**config.mk**
```make
export PLATFORM = sky130hd
export DESIGN_NAME = serial_frame_decoder
export DESIGN_NICKNAME = d
export VERILOG_FILES = /design/src/rtl/serial_frame_decoder.sv
export SDC_FILE = /design/constraint.sdc
export NUM_CORES = 1
export LEC_CHECK = 0
export BUFFER_PORTS_ARGS = -buffer_cell sky130_fd_sc_hd__buf_4
export CAP_MARGIN = 10
export CORE_UTILIZATION = 40
export CTS_BUF_LIST = sky130_fd_sc_hd__clkbuf_16
export CTS_CLUSTER_DIAMETER = 30
export DETAILED_ROUTE_END_ITERATION = 6
export GPL_TIMING_DRIVEN = 0
export PLACE_DENSITY = 0.68
export SYNTH_ARGS = -nofsm -noshare
export SYNTH_HDL_FRONTEND = slang
export SYNTH_SLANG_ARGS = --single-unit
```
**constraint.sdc**
```tcl
create_clock -name serial_clock -period 2.5 [get_ports serial_clock]
set_clock_uncertainty 0.15 [all_clocks]
set_input_delay 0.25 -clock serial_clock [delete_from_list [all_inputs] [get_ports serial_clock]]
set_output_delay 0.25 -clock serial_clock [all_outputs]
set_load 0.02 [all_outputs]
```
**src/rtl/serial_frame_decoder.sv**
```systemverilog
// Bit-serial frame decoder: finds a sync word, then assembles a fixed number of data
// words per frame with optional even parity. All outputs are registered.
module serial_frame_decoder #(
    parameter int                    DATA_WIDTH      = 8,
    parameter int                    WORDS_PER_FRAME = 4,
    parameter int                    SYNC_WIDTH      = 8,
    parameter logic [SYNC_WIDTH-1:0] SYNC_WORD       = 8'hA5,
    parameter int                    MSB_FIRST       = 1,
    parameter int                    PARITY_EN       = 1,
    localparam int IDX_W = (WORDS_PER_FRAME > 1) ? $clog2(WORDS_PER_FRAME) : 1
) (
    input  logic                  serial_clock,
    input  logic                  reset,
    input  logic                  serial_data,
    input  logic                  bit_strobe,
    output logic [DATA_WIDTH-1:0] word_data,
    output logic                  word_valid,
    output logic [IDX_W-1:0]      word_index,
    output logic                  frame_done,
    output logic                  frame_error,
    output logic                  locked
);
    localparam int FILL_W = $clog2(SYNC_WIDTH + 1);
    localparam int BIT_W  = $clog2(DATA_WIDTH);

    typedef enum logic [1:0] {HUNT, DATA, PARITY} state_t;

    state_t                r_state, w_state_next;
    logic [SYNC_WIDTH-1:0] r_window, w_window_next;
    logic [FILL_W-1:0]     r_fill, w_fill_next;
    logic [DATA_WIDTH-1:0] r_shift, w_shift_next;
    logic [BIT_W-1:0]      r_bit_cnt, w_bit_cnt_next;
    logic [IDX_W-1:0]      r_word_cnt, w_word_cnt_next;
    logic [DATA_WIDTH-1:0] r_word_data, w_word_data_next;
    logic [IDX_W-1:0]      r_word_index, w_word_index_next;
    logic                  r_word_valid, w_word_valid_next;
    logic                  r_frame_done, w_frame_done_next;
    logic                  r_frame_error, w_frame_error_next;
    logic                  r_locked, w_locked_next;

    logic [SYNC_WIDTH-1:0] w_window_shift;
    logic [DATA_WIDTH-1:0] w_shift_in;
    logic                  w_complete;
    logic [DATA_WIDTH-1:0] w_done_word;

    assign w_window_shift = {r_window[SYNC_WIDTH-2:0], serial_data};

    generate
        if (MSB_FIRST != 0) begin : g_msb_first
            assign w_shift_in = {r_shift[DATA_WIDTH-2:0], serial_data};
        end else begin : g_lsb_first
            assign w_shift_in = {serial_data, r_shift[DATA_WIDTH-1:1]};
        end
    endgenerate

    always_ff @(posedge serial_clock) begin
        if (reset) begin
            r_state       <= HUNT;
            r_window      <= '0;
            r_fill        <= '0;
            r_shift       <= '0;
            r_bit_cnt     <= '0;
            r_word_cnt    <= '0;
            r_word_data   <= '0;
            r_word_index  <= '0;
            r_word_valid  <= 1'b0;
            r_frame_done  <= 1'b0;
            r_frame_error <= 1'b0;
            r_locked      <= 1'b0;
        end else begin
            r_state       <= w_state_next;
            r_window      <= w_window_next;
            r_fill        <= w_fill_next;
            r_shift       <= w_shift_next;
            r_bit_cnt     <= w_bit_cnt_next;
            r_word_cnt    <= w_word_cnt_next;
            r_word_data   <= w_word_data_next;
            r_word_index  <= w_word_index_next;
            r_word_valid  <= w_word_valid_next;
            r_frame_done  <= w_frame_done_next;
            r_frame_error <= w_frame_error_next;
            r_locked      <= w_locked_next;
        end
    end

    always_comb begin
        w_state_next       = r_state;
        w_window_next      = r_window;
        w_fill_next        = r_fill;
        w_shift_next       = r_shift;
        w_bit_cnt_next     = r_bit_cnt;
        w_word_cnt_next    = r_word_cnt;
        w_word_data_next   = r_word_data;
        w_word_index_next  = r_word_index;
        w_word_valid_next  = 1'b0;
        w_frame_done_next  = 1'b0;
        w_frame_error_next = 1'b0;
        w_locked_next      = r_locked;
        w_complete         = 1'b0;
        w_done_word        = r_shift;

        if (bit_strobe) begin
            unique case (r_state)
                HUNT: begin
                    w_window_next = w_window_shift;
                    if (r_fill != FILL_W'(SYNC_WIDTH))
                        w_fill_next = r_fill + 1'b1;
                    // The fill guard stops the cleared window from matching before enough real bits arrive
                    if ((r_fill >= FILL_W'(SYNC_WIDTH - 1)) && (w_window_shift == SYNC_WORD)) begin
                        w_state_next    = DATA;
                        w_bit_cnt_next  = '0;
                        w_word_cnt_next = '0;
                        w_locked_next   = 1'b1;
                    end
                end
                DATA: begin
                    w_shift_next = w_shift_in;
                    if (r_bit_cnt == BIT_W'(DATA_WIDTH - 1)) begin
                        w_bit_cnt_next = '0;
                        if (PARITY_EN != 0) begin
                            w_state_next = PARITY;
                        end else begin
                            w_complete  = 1'b1;
                            w_done_word = w_shift_in;
                        end
                    end else begin
                        w_bit_cnt_next = r_bit_cnt + 1'b1;
                    end
                end
                PARITY: begin
                    if (serial_data == ^r_shift) begin
                        w_complete  = 1'b1;
                        w_done_word = r_shift;
                    end else begin
                        w_frame_error_next = 1'b1;
                        w_state_next       = HUNT;
                        w_locked_next      = 1'b0;
                        w_window_next      = '0;
                        w_fill_next        = '0;
                    end
                end
                default: w_state_next = HUNT;
            endcase
        end

        if (w_complete) begin
            w_word_data_next  = w_done_word;
            w_word_index_next = r_word_cnt;
            w_word_valid_next = 1'b1;
            if (r_word_cnt == IDX_W'(WORDS_PER_FRAME - 1)) begin
                w_frame_done_next = 1'b1;
                w_state_next      = HUNT;
                w_locked_next     = 1'b0;
                w_window_next     = '0;
                w_fill_next       = '0;
            end else begin
                w_word_cnt_next = r_word_cnt + 1'b1;
                w_state_next    = DATA;
            end
        end
    end

    assign word_data   = r_word_data;
    assign word_valid  = r_word_valid;
    assign word_index  = r_word_index;
    assign frame_done  = r_frame_done;
    assign frame_error = r_frame_error;
    assign locked      = r_locked;

endmodule
```
==> key figures <==
Min path
  – Hold path endpoint: r_shift[0]$_SDFFE_PP0P_
  – Hold depth: 3
  – Worst min-delay path startpoint: serial_data
  – HP Class: input pin to register

CTS
  – Num CTS Buffers: 5
  – Clock tree root buffer cell: clkbuf_16
  – CTS Hold Bufs: 0
  – H-tree levels: 2
  – Cts repair resizes: 0
  – Clock slew at reported path FFs: ~0.060 ns
  – Clock sink total: 40
  – Worst skew pair latency: between 0.2 and 0.3 ns
  – Post-CTS Setup Inserts: 0
  – CTS tree: yes
  – Clock buffer depth: 2

Final layout
  – Layout cell share with drive strength beyond 1: 11.6%
  – # nets final: 284
  – Antenna cells: 0
  – Layout area overhead: 16.4%
  – Fillers: 506
  – Fin cells: roughly 350

Global route
  – Initial antenna violation count: 0
  – GRT Overall Usage: around 17%
  – Overflow after GRT: 0
  – Pin count of the biggest net entering global routing: 13
  – Vias in the first global route: 1609
  – First-pass GRT wire length: about 7400 microns

Placement
  – Placed Cells: 338
  – DP HPWL: 3150 microns
  – Buffers on Ports: 17
  – Routability Congestion: 0.801

Detailed routing
  – Routed vias/inst: just over 5
  – DR DRC count: 0
  – Via count: ~1800
  – Avg WL per Cell: around 13 microns
  – DRT antenna net count: 0
  – Drt first pass iters: 4
  – Initial DRC count: 86
  – Total Wirelength: 4460 microns

Floorplanning
  – Starting Density: between 40% and 50%
  – Core Area: between 5000 and 6000 sq um
  – Die width: between 70 and 80 microns
  – Num ports: 18
  – # rows: 26
  – Die Area: between 5000 and 6000 sq um
  – Die Ht: roughly 76 microns

Critical path
  – Startpoint types: register
  – Max incr delay on CP: 0.57 ns
  – Crit path cell chain: clkbuf_1, nor3b_2, nand4_1, nor2b_1, mux2_1
  – R2R depth: 5
  – R2r setup slk: roughly 0.27 ns
  – Crit path required time: between 2 and 3 ns
  – Largest fanout on the critical path: 10
  – CP Buf/Inv Count: 1
  – WP data arrival: about 2.3 ns
  – Worst Setup End Kind: register
  – Crit Path Class: register to register
  – Slowest CP cell: nor3b_2
  – Crit-path leading delay family: simple AND/OR/NAND/NOR gates
  – R2r endpoint: r_word_cnt[0]$_SDFF_PP0_
  – R2r startpoint: r_state[1]$_SDFFE_PP0P_

STA
  – Max-slew headroom: roughly three fifths
  – Worst Tran Pin Value: approximately 0.60 ns
  – Final min period: roughly 2.2 ns
  – Final setup fails: 0
  – RSZ-0062 raised after global routing: false
  – Final period util: just under 90%
  – FMAX: 448 MHz
  – Final TNS setup: 0 ns
  – Final Hold Viols: 0
  – Slew Viols, Final: 0

Yosys
  – Mapped Area: about 2200 sq um
  – Synth Area per Inst: 8.63 sq um
  – Sequential fraction of the synthesis area: 37.0%
  – Synth Net Count: 260
  – Ys Warns: 0
  – Most used DFF post-synth: dfxtp_1
  – Gate Count Post-Synth: between 200 and 300
  – Share of flip-flops with an asynchronous set or reset: 0%
  – Post-synth cell types: 43
  – EDFF count, synth: 0
  – Flops & latches, synth: 40

Pwr
  – P_leak: between 1 and 1.5 nW
  – Peak supply drop: around 340 uV
  – Logic pwr share: approximately 4.6%
  – Seq pwr share: between 40% and 50%
  – Switching power: around 290 uW
  – Power Internal: 1.03 mW
  – Pwr/cell area: approximately 520 nW/um^2
  – Clock power frac: between 40% and 50%
  – Sw Share: 22.0%

Flow run
  – Max-cap violations: 0

Outcome
  – Status: finished, final reports clean
worst max-delay path by stage:
stage               slack (ns)  cells after the start               startpoint                        to
floorplan                 0.57                      4  r_shift[2]$_SDFFE_PP0P_  r_word_cnt[0]$_SDFF_PP0_
global placement          0.33                      5  r_state[1]$_SDFFE_PP0P_  r_word_cnt[0]$_SDFF_PP0_
detailed placement        0.30                      5  r_state[1]$_SDFFE_PP0P_  r_word_cnt[0]$_SDFF_PP0_
CTS                       0.28                      5  r_state[1]$_SDFFE_PP0P_  r_word_cnt[0]$_SDFF_PP0_
global route              0.16                      5  r_state[1]$_SDFFE_PP0P_  r_word_cnt[0]$_SDFF_PP0_
finish                    0.27                      5  r_state[1]$_SDFFE_PP0P_  r_word_cnt[0]$_SDFF_PP0_
through the flow:
stage,total power [mW],hold WS [ns],worst slack [ns],utilization [%],instance area [sq um]
global route,1.36,0.114,0.162,48.7,2520
floorplan,0.702,0.236,0.568,-,2170
global placement,0.722,0.311,0.328,46.0,2380
CTS,1.33,0.109,0.278,48.7,2520
finish,1.32,0.112,0.268,48.7,2520
detailed placement,0.723,0.314,0.304,46.0,2380
cell families (layout without fill, tap and decap cells):
| kind of cell | after synthesis | in the layout | synth area share [%] |
|---|---|---|---|
| simple gates | 108 | 108 | 24.6 |
| compound gates | 44 | 44 | 13.6 |
| flops | 40 | 40 | 37.0 |
| mux | 27 | 27 | 13.0 |
| buf+inv | 20 | 45 | 4.04 |
| xor+xnor | 7 | 7 | 4.85 |
| fa+ha+maj | 5 | 5 | 2.89 |
power by group through the flow:
| stage | logic, mW | registers [mW] | clock network [mW] |
|---|---|---|---|
| 4_1_cts | 0.0602 | 0.649 | 0.621 |
| 2_1_floorplan | 0.0407 | 0.661 | 0 |
| 6_report | 0.0600 | 0.649 | 0.608 |
| 3_3_place_gp | 0.0594 | 0.663 | 0 |
| 5_1_grt | 0.0666 | 0.650 | 0.647 |
| 3_5_place_dp | 0.0600 | 0.663 | 0 |
synth_stat cells, types with 2 or more instances:
cell / n / area (sq um)
a211oi_1: 9 / 67.6
a21oi_1: 13 / 65.1
a221oi_1: 2 / 17.5
a22oi_1: 8 / 60.1
a311oi_1: 2 / 17.5
clkbuf_1: 11 / 41.3
dfxtp_1: 40 / 801
ha_1: 5 / 62.6
inv_1: 5 / 18.8
mux2_4: 2 / 30.0
mux2i_1: 24 / 240
nand2_1: 33 / 124
nand2b_1: 24 / 150
nand3_1: 3 / 15.0
nand3b_1: 2 / 15.0
nor2_1: 28 / 105
nor2b_1: 4 / 25.0
nor3_1: 5 / 25.0
nor4bb_1: 2 / 20.0
o21ai_0: 4 / 20.0
xnor2_1: 3 / 26.3
layout make-up:
cell class	count	area, sq um	area share (%)
Buffer	15	68.8	2.73
Clock buffer	5	125	4.96
Clock inverter	3	15.0	0.596
Inverter	5	18.8	0.744
Multi-Input combinational cell	191	1280	50.7
Sequential cell	40	801	31.8
Tap cell	70	87.6	3.47
Timing Repair Buffer	17	128	5.06
worst min-delay path, stage by stage:
cell	delay [ns]
buf_4	0.14
nand2_1	0.06
a21oi_1	0.05
cell usage in the layout (no fill, tap or decap), types with 2 or more instances in the layout:
cell        n
a22oi_1     8
nor3_1      5
a21oi_1    13
nor2b_1     4
nand2_1    33
nand3b_1    2
o21ai_0     4
ha_1        5
a311oi_1    2
nor2_1     28
clkbuf_1   11
buf_4      18
nand3_1     3
nand2b_1   24
clkbuf_16   5
nor4bb_1    2
mux2i_1    24
xnor2_1     3
dfxtp_1    40
a221oi_1    2
a211oi_1    9
mux2_4      2
inv_1       6
registers in the layout, indices dropped and copies added (netlist names):
register	cells
frame_error	1
r_bit_cnt	3
r_fill	4
word_data	8
r_window	7
word_index	2
word_valid	1
frame_done	1
locked	1
r_state	2
r_shift	8
r_word_cnt	2
routing by layer:
metal / wire length [microns] / GRT usage [%] / vias up
li1: - / - / 922
met1: 2080 / 20.9 / 840
met2: 2210 / 30.2 / 25
met3: 127 / 4.76 / 6
met4: 33 / 3.50 / 0
met5: 0 / 0 / -
Note: power is estimated with default switching activity, not from simulation.
